### src/rtl/clock_phase_pkg.sv
// Shared types and defaults for the clock phase generator.
package clock_phase_pkg;

    typedef enum logic {
        ST_RUN  = 1'b0,
        ST_HALT = 1'b1
    } state_e;

    localparam int DEF_NUM_CH = 4;
    localparam int DEF_CNT_W  = 8;
    localparam int DEF_CH_W   = 3;

    // Packs four half-periods with channel 0 in the least-significant slot.
    function automatic logic [4*DEF_CNT_W-1:0] pack_half4(
        input logic [DEF_CNT_W-1:0] h0,
        input logic [DEF_CNT_W-1:0] h1,
        input logic [DEF_CNT_W-1:0] h2,
        input logic [DEF_CNT_W-1:0] h3
    );
        return {h3, h2, h1, h0};
    endfunction

    localparam logic [4*DEF_CNT_W-1:0] DEF_RST_HALF = pack_half4(8'd1, 8'd2, 8'd2, 8'd4);

endpackage

### src/rtl/clock_phase_channel.sv
// One derived-clock channel: half-period counter with a reload that only lands
// at a phase boundary, so reprogramming never produces a runt pulse.
module clock_phase_channel
    import clock_phase_pkg::*;
#(
    parameter int               CNT_W    = DEF_CNT_W,
    parameter logic [CNT_W-1:0] RST_HALF = CNT_W'(1)
) (
    input  logic             clock_i,
    input  logic             reset_ni,
    input  logic             adv_i,
    input  logic             resync_i,
    input  logic             cfg_we_i,
    input  logic [CNT_W-1:0] cfg_half_i,
    output logic             pending_o,
    output logic             clk_o,
    output logic             tick_o
);

    logic [CNT_W-1:0] cnt_q, cnt_d;
    logic [CNT_W-1:0] half_q, half_d;
    logic [CNT_W-1:0] nxt_q, nxt_d;
    logic [CNT_W-1:0] h_use;
    logic             clk_q, clk_d;
    logic             tick_q, tick_d;
    logic             pend_q, pend_d;
    logic             apply_now;

    always_comb begin
        cnt_d     = cnt_q;
        half_d    = half_q;
        nxt_d     = nxt_q;
        clk_d     = clk_q;
        tick_d    = 1'b0;
        pend_d    = pend_q;
        apply_now = 1'b0;
        h_use     = half_q;

        if (cfg_we_i) begin
            nxt_d  = cfg_half_i;
            pend_d = 1'b1;
        end

        if (resync_i) begin
            cnt_d = '0;
            clk_d = 1'b0;
            if (pend_d) begin
                half_d = nxt_d;
                pend_d = 1'b0;
            end
        end else begin
            // Low and at the start of its phase: safe to swap the half-period now.
            apply_now = pend_q && !clk_q && (cnt_q == '0);
            if (apply_now) begin
                h_use  = nxt_q;
                half_d = nxt_q;
                pend_d = 1'b0;
            end
            if (adv_i) begin
                if (h_use == '0) begin
                    cnt_d = '0;
                    clk_d = 1'b0;
                end else if (cnt_q == h_use - CNT_W'(1)) begin
                    cnt_d  = '0;
                    clk_d  = !clk_q;
                    tick_d = !clk_q;
                    if (clk_q && pend_q) begin
                        half_d = nxt_q;
                        pend_d = 1'b0;
                    end
                end else begin
                    cnt_d = cnt_q + CNT_W'(1);
                end
            end
        end
    end

    always_ff @(posedge clock_i) begin
        if (!reset_ni) begin
            cnt_q  <= '0;
            half_q <= RST_HALF;
            nxt_q  <= '0;
            clk_q  <= 1'b0;
            tick_q <= 1'b0;
            pend_q <= 1'b0;
        end else begin
            cnt_q  <= cnt_d;
            half_q <= half_d;
            nxt_q  <= nxt_d;
            clk_q  <= clk_d;
            tick_q <= tick_d;
            pend_q <= pend_d;
        end
    end

    assign pending_o = pend_q;
    assign clk_o     = clk_q;
    assign tick_o    = tick_q;

endmodule

### src/rtl/clock_phase_gen.sv
// Multi-channel programmable clock generator with halt/single-step and resync.
// state   | meaning
// RUN     | channels advance every master cycle
// HALT    | channels frozen; a step pulse advances them one cycle
module clock_phase_gen
    import clock_phase_pkg::*;
#(
    parameter int                      NUM_CH   = DEF_NUM_CH,
    parameter int                      CNT_W    = DEF_CNT_W,
    parameter int                      CH_W     = DEF_CH_W,
    parameter logic [NUM_CH*CNT_W-1:0] RST_HALF = DEF_RST_HALF
) (
    input  logic              clock,
    input  logic              reset,
    input  logic              run,
    input  logic              step,
    input  logic              resync,
    input  logic              cfg_valid,
    output logic              cfg_ready,
    input  logic [CH_W-1:0]   cfg_ch,
    input  logic [CNT_W-1:0]  cfg_half,
    output logic              cfg_err,
    output logic [NUM_CH-1:0] clk_out,
    output logic [NUM_CH-1:0] tick,
    output logic              halted
);

    localparam int               NSEL     = 1 << CH_W;
    localparam logic [CH_W:0]    NUM_CH_W = (CH_W + 1)'(NUM_CH);

    state_e            state_q, state_d;
    logic              adv;
    logic              accept;
    logic              in_range;
    logic              cfg_err_q;
    logic [NUM_CH-1:0] pending;
    logic [NUM_CH-1:0] cfg_we;
    logic [NSEL-1:0]   pend_pad;

    always_comb begin
        state_d = state_q;
        adv     = 1'b0;
        case (state_q)
            ST_RUN: begin
                if (run) begin
                    adv = 1'b1;
                end else begin
                    state_d = ST_HALT;
                    adv     = step;
                end
            end
            ST_HALT: begin
                if (run) begin
                    state_d = ST_RUN;
                    adv     = 1'b1;
                end else begin
                    adv = step;
                end
            end
            default: state_d = ST_RUN;
        endcase
    end

    always_ff @(posedge clock) begin
        if (!reset) begin
            state_q   <= ST_RUN;
            cfg_err_q <= 1'b0;
        end else begin
            state_q   <= state_d;
            cfg_err_q <= accept && !in_range;
        end
    end

    // Unused select codes read as "not pending", so out-of-range requests are always ready.
    always_comb begin
        pend_pad = '0;
        for (int i = 0; i < NUM_CH; i++) begin
            pend_pad[i] = pending[i];
        end
    end

    assign in_range  = {1'b0, cfg_ch} < NUM_CH_W;
    assign cfg_ready = !pend_pad[cfg_ch];
    assign accept    = cfg_valid && cfg_ready;

    for (genvar i = 0; i < NUM_CH; i++) begin : g_ch
        assign cfg_we[i] = accept && (cfg_ch == CH_W'(i));

        clock_phase_channel #(
            .CNT_W    (CNT_W),
            .RST_HALF (RST_HALF[i*CNT_W +: CNT_W])
        ) u_ch (
            .clock_i    (clock),
            .reset_ni   (reset),
            .adv_i      (adv),
            .resync_i   (resync),
            .cfg_we_i   (cfg_we[i]),
            .cfg_half_i (cfg_half),
            .pending_o  (pending[i]),
            .clk_o      (clk_out[i]),
            .tick_o     (tick[i])
        );
    end

    assign cfg_err = cfg_err_q;
    assign halted  = (state_q == ST_HALT);

endmodule

### config.mk
export PLATFORM = sky130hd
export DESIGN_NAME = clock_phase_gen
export DESIGN_NICKNAME = d
export VERILOG_FILES = /design/src/rtl/clock_phase_pkg.sv /design/src/rtl/clock_phase_channel.sv /design/src/rtl/clock_phase_gen.sv
export SDC_FILE = /design/constraint.sdc
export NUM_CORES = 1
export LEC_CHECK = 0
export ABC_CLOCK_PERIOD_IN_PS = 4100
export BUFFER_PORTS_ARGS = -buffer_cell sky130_fd_sc_hd__buf_4
export CAP_MARGIN = 20
export CORE_ASPECT_RATIO = 1.5
export CORE_MARGIN = 2
export CORE_UTILIZATION = 27
export DETAILED_ROUTE_END_ITERATION = 8
export PLACE_DENSITY_LB_ADDON = 0.25
export SLEW_MARGIN = 20
export SYNTH_ARGS = -nofsm -noshare
export SYNTH_HDL_FRONTEND = slang
export SYNTH_SLANG_ARGS = --single-unit
### constraint.sdc
create_clock -name clock -period 4.1 [get_ports clock]
set_input_delay 0.41 -clock clock [delete_from_list [all_inputs] [get_ports clock]]
set_output_delay 0.41 -clock clock [all_outputs]
set_load 0.02 [all_outputs]
==> flow_metrics.env <==
export IMPL_hold_violations=0
export IMPL_p_leak_nw=3.040
export IMPL_fmax_mhz=258.3
export IMPL_total_power_mw=2.536
export IMPL_crit_path_max_fanout=5
export IMPL_syn_to_final_growth_pct=14.07
export IMPL_cts_sinks=110
export IMPL_final_nets=1011
export IMPL_clk_pin_slew_ps=80
export IMPL_grt_usage_pct=16.81
export IMPL_ys_top_cells_by_area="dfxtp_1 (29%), nand2_1 (7.4%), mux2i_1 (6.2%)"
export IMPL_cpMostUsedCell="ha_1"
export IMPL_die_h_um=210.1
export IMPL_clock_latency_ps=380
export IMPL_status="complete, no violations"
export IMPL_syn_nets=997
export IMPL_arrival_ps=4130
export IMPL_tns_ps=0
export IMPL_period_needed_ps=3872
export IMPL_critPathSlowestCell="or4b_2"
export IMPL_core_area_um2=27960
export IMPL_grt_max_degree=49
export IMPL_grt_pass1_vias=7028
export IMPL_dp_slack_ps=55.58
export IMPL_cap_viol_max_count=0
export IMPL_cts_root_buf="clkbuf_16"
export IMPL_r2r_slack_ps=230
export IMPL_relSlewSlack_pct=49.35
export IMPL_die_area_um2=29710
export IMPL_syn_area_um2=7646
export IMPL_diodes=0
export IMPL_crit_chain="inv_1 -> ha_1 -> nand4bb_4 -> nor3_4 -> mux2i_2 -> ha_1 -> or4b_2 -> o21ba_2 -> a2bb2oi_1 -> a211oi_2 -> or4_4 -> a32oi_1 -> o21ai_1"
export IMPL_htree_levels=3
export IMPL_synth_top_area_share_pct=28.80
export IMPL_setup_ws_ps=227.8
export IMPL_mostFrequentLayoutCell="nand2_1"
export IMPL_rsz0062_at_grt="false"
export IMPL_io_buffers=27
export IMPL_p_clk_share_pct=40.1
export IMPL_power_density_nw_per_um2=290.8
export IMPL_vias_per_cell=5.463
export IMPL_drt_wl_total_um=24550
export IMPL_ant_nets=0
export IMPL_crit_type="reg -> reg"
export IMPL_ir_worst_vdd_v=0.0001419
export IMPL_synth_top_area_cell="dfxtp_1"
export IMPL_drtIter0Drc=486
export IMPL_clk_path_buf_depth=2
export IMPL_hp_class="in -> reg"
export IMPL_synthDistinctLibCells=87
export IMPL_vias=7260
export IMPL_synth_warnings=0
export IMPL_numCtsBuffers=9
export IMPL_worst_clock_skew_ps=9.667
export IMPL_power_switching_mw=0.7232
export IMPL_synth_edf_count=0
export IMPL_drc=0
export IMPL_hold_buffers=0
export IMPL_seqPwrFrac_pct=44.6
export IMPL_cts_tree="yes"
export IMPL_ys_seq_area_share_pct=28.80
export IMPL_avgSynthCellArea_um2=7.932
export IMPL_grt_remaining_overflow=0
export IMPL_combPwrFrac_pct=15.3
export IMPL_p_int_mw=1.813
export IMPL_ys_ff_latch=110
export IMPL_dp_hpwl_um=18120
export IMPL_first_pass_iters=7
export IMPL_post_place_cells=1311
export IMPL_start_util_pct=27.34
export IMPL_async_flop_share_pct=0
export IMPL_cpPeakStageDelay_ps=640
export IMPL_antenna_found_initial=0
export IMPL_synth_cells=964
export IMPL_wl_per_cell_um=18.47
export IMPL_rows=75
export IMPL_final_cell_mix="nand2_1 (150), dfxtp_1 (110), buf_4 (67)"
export IMPL_power_share_switching_pct=28.51
export IMPL_worstMarginPinSlew_ps=759.8
export IMPL_synth_ff_type="dfxtp_1"
export IMPL_cp_start_kind="flop"
export IMPL_slew_violations=0
export IMPL_drive_gt1_share_pct=13.02
export IMPL_crit_path_end_kind="flop"
export IMPL_die_x_um=141.4
export IMPL_setup_viol=0
export IMPL_cp_data_required_time_ps=4350
export IMPL_gp_congestion=0.8711
export IMPL_finalCritPeriodShare_pct=94.44
export IMPL_layout_cells_non_filler=1329
export IMPL_ios=28
export IMPL_grt_pass1_wl_um=39140
worst paths after layout:
check | start | end | cells after the start
worst min register to register | g_ch[3].u_ch.cnt_q[0] | g_ch[3].u_ch.cnt_q[0] | 2
worst max register to register | g_ch[1].u_ch.cnt_q[0] | g_ch[1].u_ch.half_q[7] | 13
worst max-delay path | g_ch[1].u_ch.cnt_q[0] | g_ch[1].u_ch.half_q[7] | 13
worst min-delay path | run | halted | 2
cell type report:
cell class | instances | area (µm²)
Fill cell | 2964 | 19240
Clock buffer | 11 | 252.7
Tap cell | 346 | 432.9
Sequential cell | 110 | 2202
Inverter | 36 | 135.1
Clock inverter | 5 | 81.33
Multi-Input combinational cell | 754 | 5115
Timing Repair Buffer | 67 | 503.0
state kept, by name, indices dropped and copies added, names as in the netlist:
name / count
g_ch.u_ch.nxt_q: 32
g_ch.u_ch.half_q: 32
g_ch.u_ch.pending_o: 4
g_ch.u_ch.tick_o: 4
cfg_err: 1
halted: 1
g_ch.u_ch.clk_o: 4
g_ch.u_ch.cnt_q: 32
critical path, delay by kind of cell, from the launching register on:
family / cells / cell delay [ps]
mux: 1 / 300
compound gates: 5 / 880
flops: 1 / 360
simple gates: 4 / 1680
buf+inv: 1 / 110
fa+ha+maj: 2 / 430
routing by layer:
metal	global-route usage (%)	vias to the layer above	wire (µm)
li1	-	3585	-
met1	18.68	3497	10060
met2	31.24	137	12920
met3	3.021	41	817
met4	6.828	0	751
met5	0	-	0
power groups by stage:
| stage | clock [mW] | sequential [mW] | combinational [mW] |
|---|---|---|---|
| 6_report | 1.02 | 1.13 | 0.387 |
| 5_1_grt | 1.08 | 1.14 | 0.428 |
| 4_1_cts | 1.06 | 1.13 | 0.382 |
| 3_5_place_dp | 0 | 1.16 | 0.380 |
| 3_3_place_gp | 0 | 1.16 | 0.379 |
| 2_1_floorplan | 0 | 1.14 | 0.264 |
logic make-up (layout without fill, tap and decap cells):
logic type                 after synthesis  in the layout  share of synthesized area [%]
xor gates and xnor gates                47             47                          5.744
muxes                                   57             57                          7.773
and+or+nand+nor                        414            414                          28.41
adders and majority gates               16             16                          2.618
AOI/OAI and AO/OA                      220            220                          21.11
buffers and inverters                  100            119                          5.547
DFF                                    110            110                          28.80
timing repair:
item | 4_1_cts | 5_1_grt
endpoints found under the setup margin | 0 | 26
setup buffers | 0 | 2
resized for setup | 0 | 12
Yosys cell counts (all sizes together), types with 12 or more instances:
master / number
nand2: 150
dfxtp: 110
nor2: 59
mux2i: 47
clkbuf: 43
inv: 36
nor3: 34
a21boi: 33
o21ai: 32
nand4: 31
a21oi: 30
nand3: 30
xnor2: 26
nor4: 24
buf: 21
xor2: 19
a31oi: 16
ha: 16
a211oi: 12
and2: 12
through the flow:
step           cell area (µm²)  utilization (%)  hold slack [ps]
5_1_grt                   8722            31.19            205.0
6_report                  8722            31.19            200.6
4_1_cts                   8638            30.89            176.6
2_1_floorplan             7661                -            462.2
3_5_place_dp              8304            29.70            485.1
3_3_place_gp              8304            29.70            475.0
Note: power is estimated with default switching activity, not from simulation.
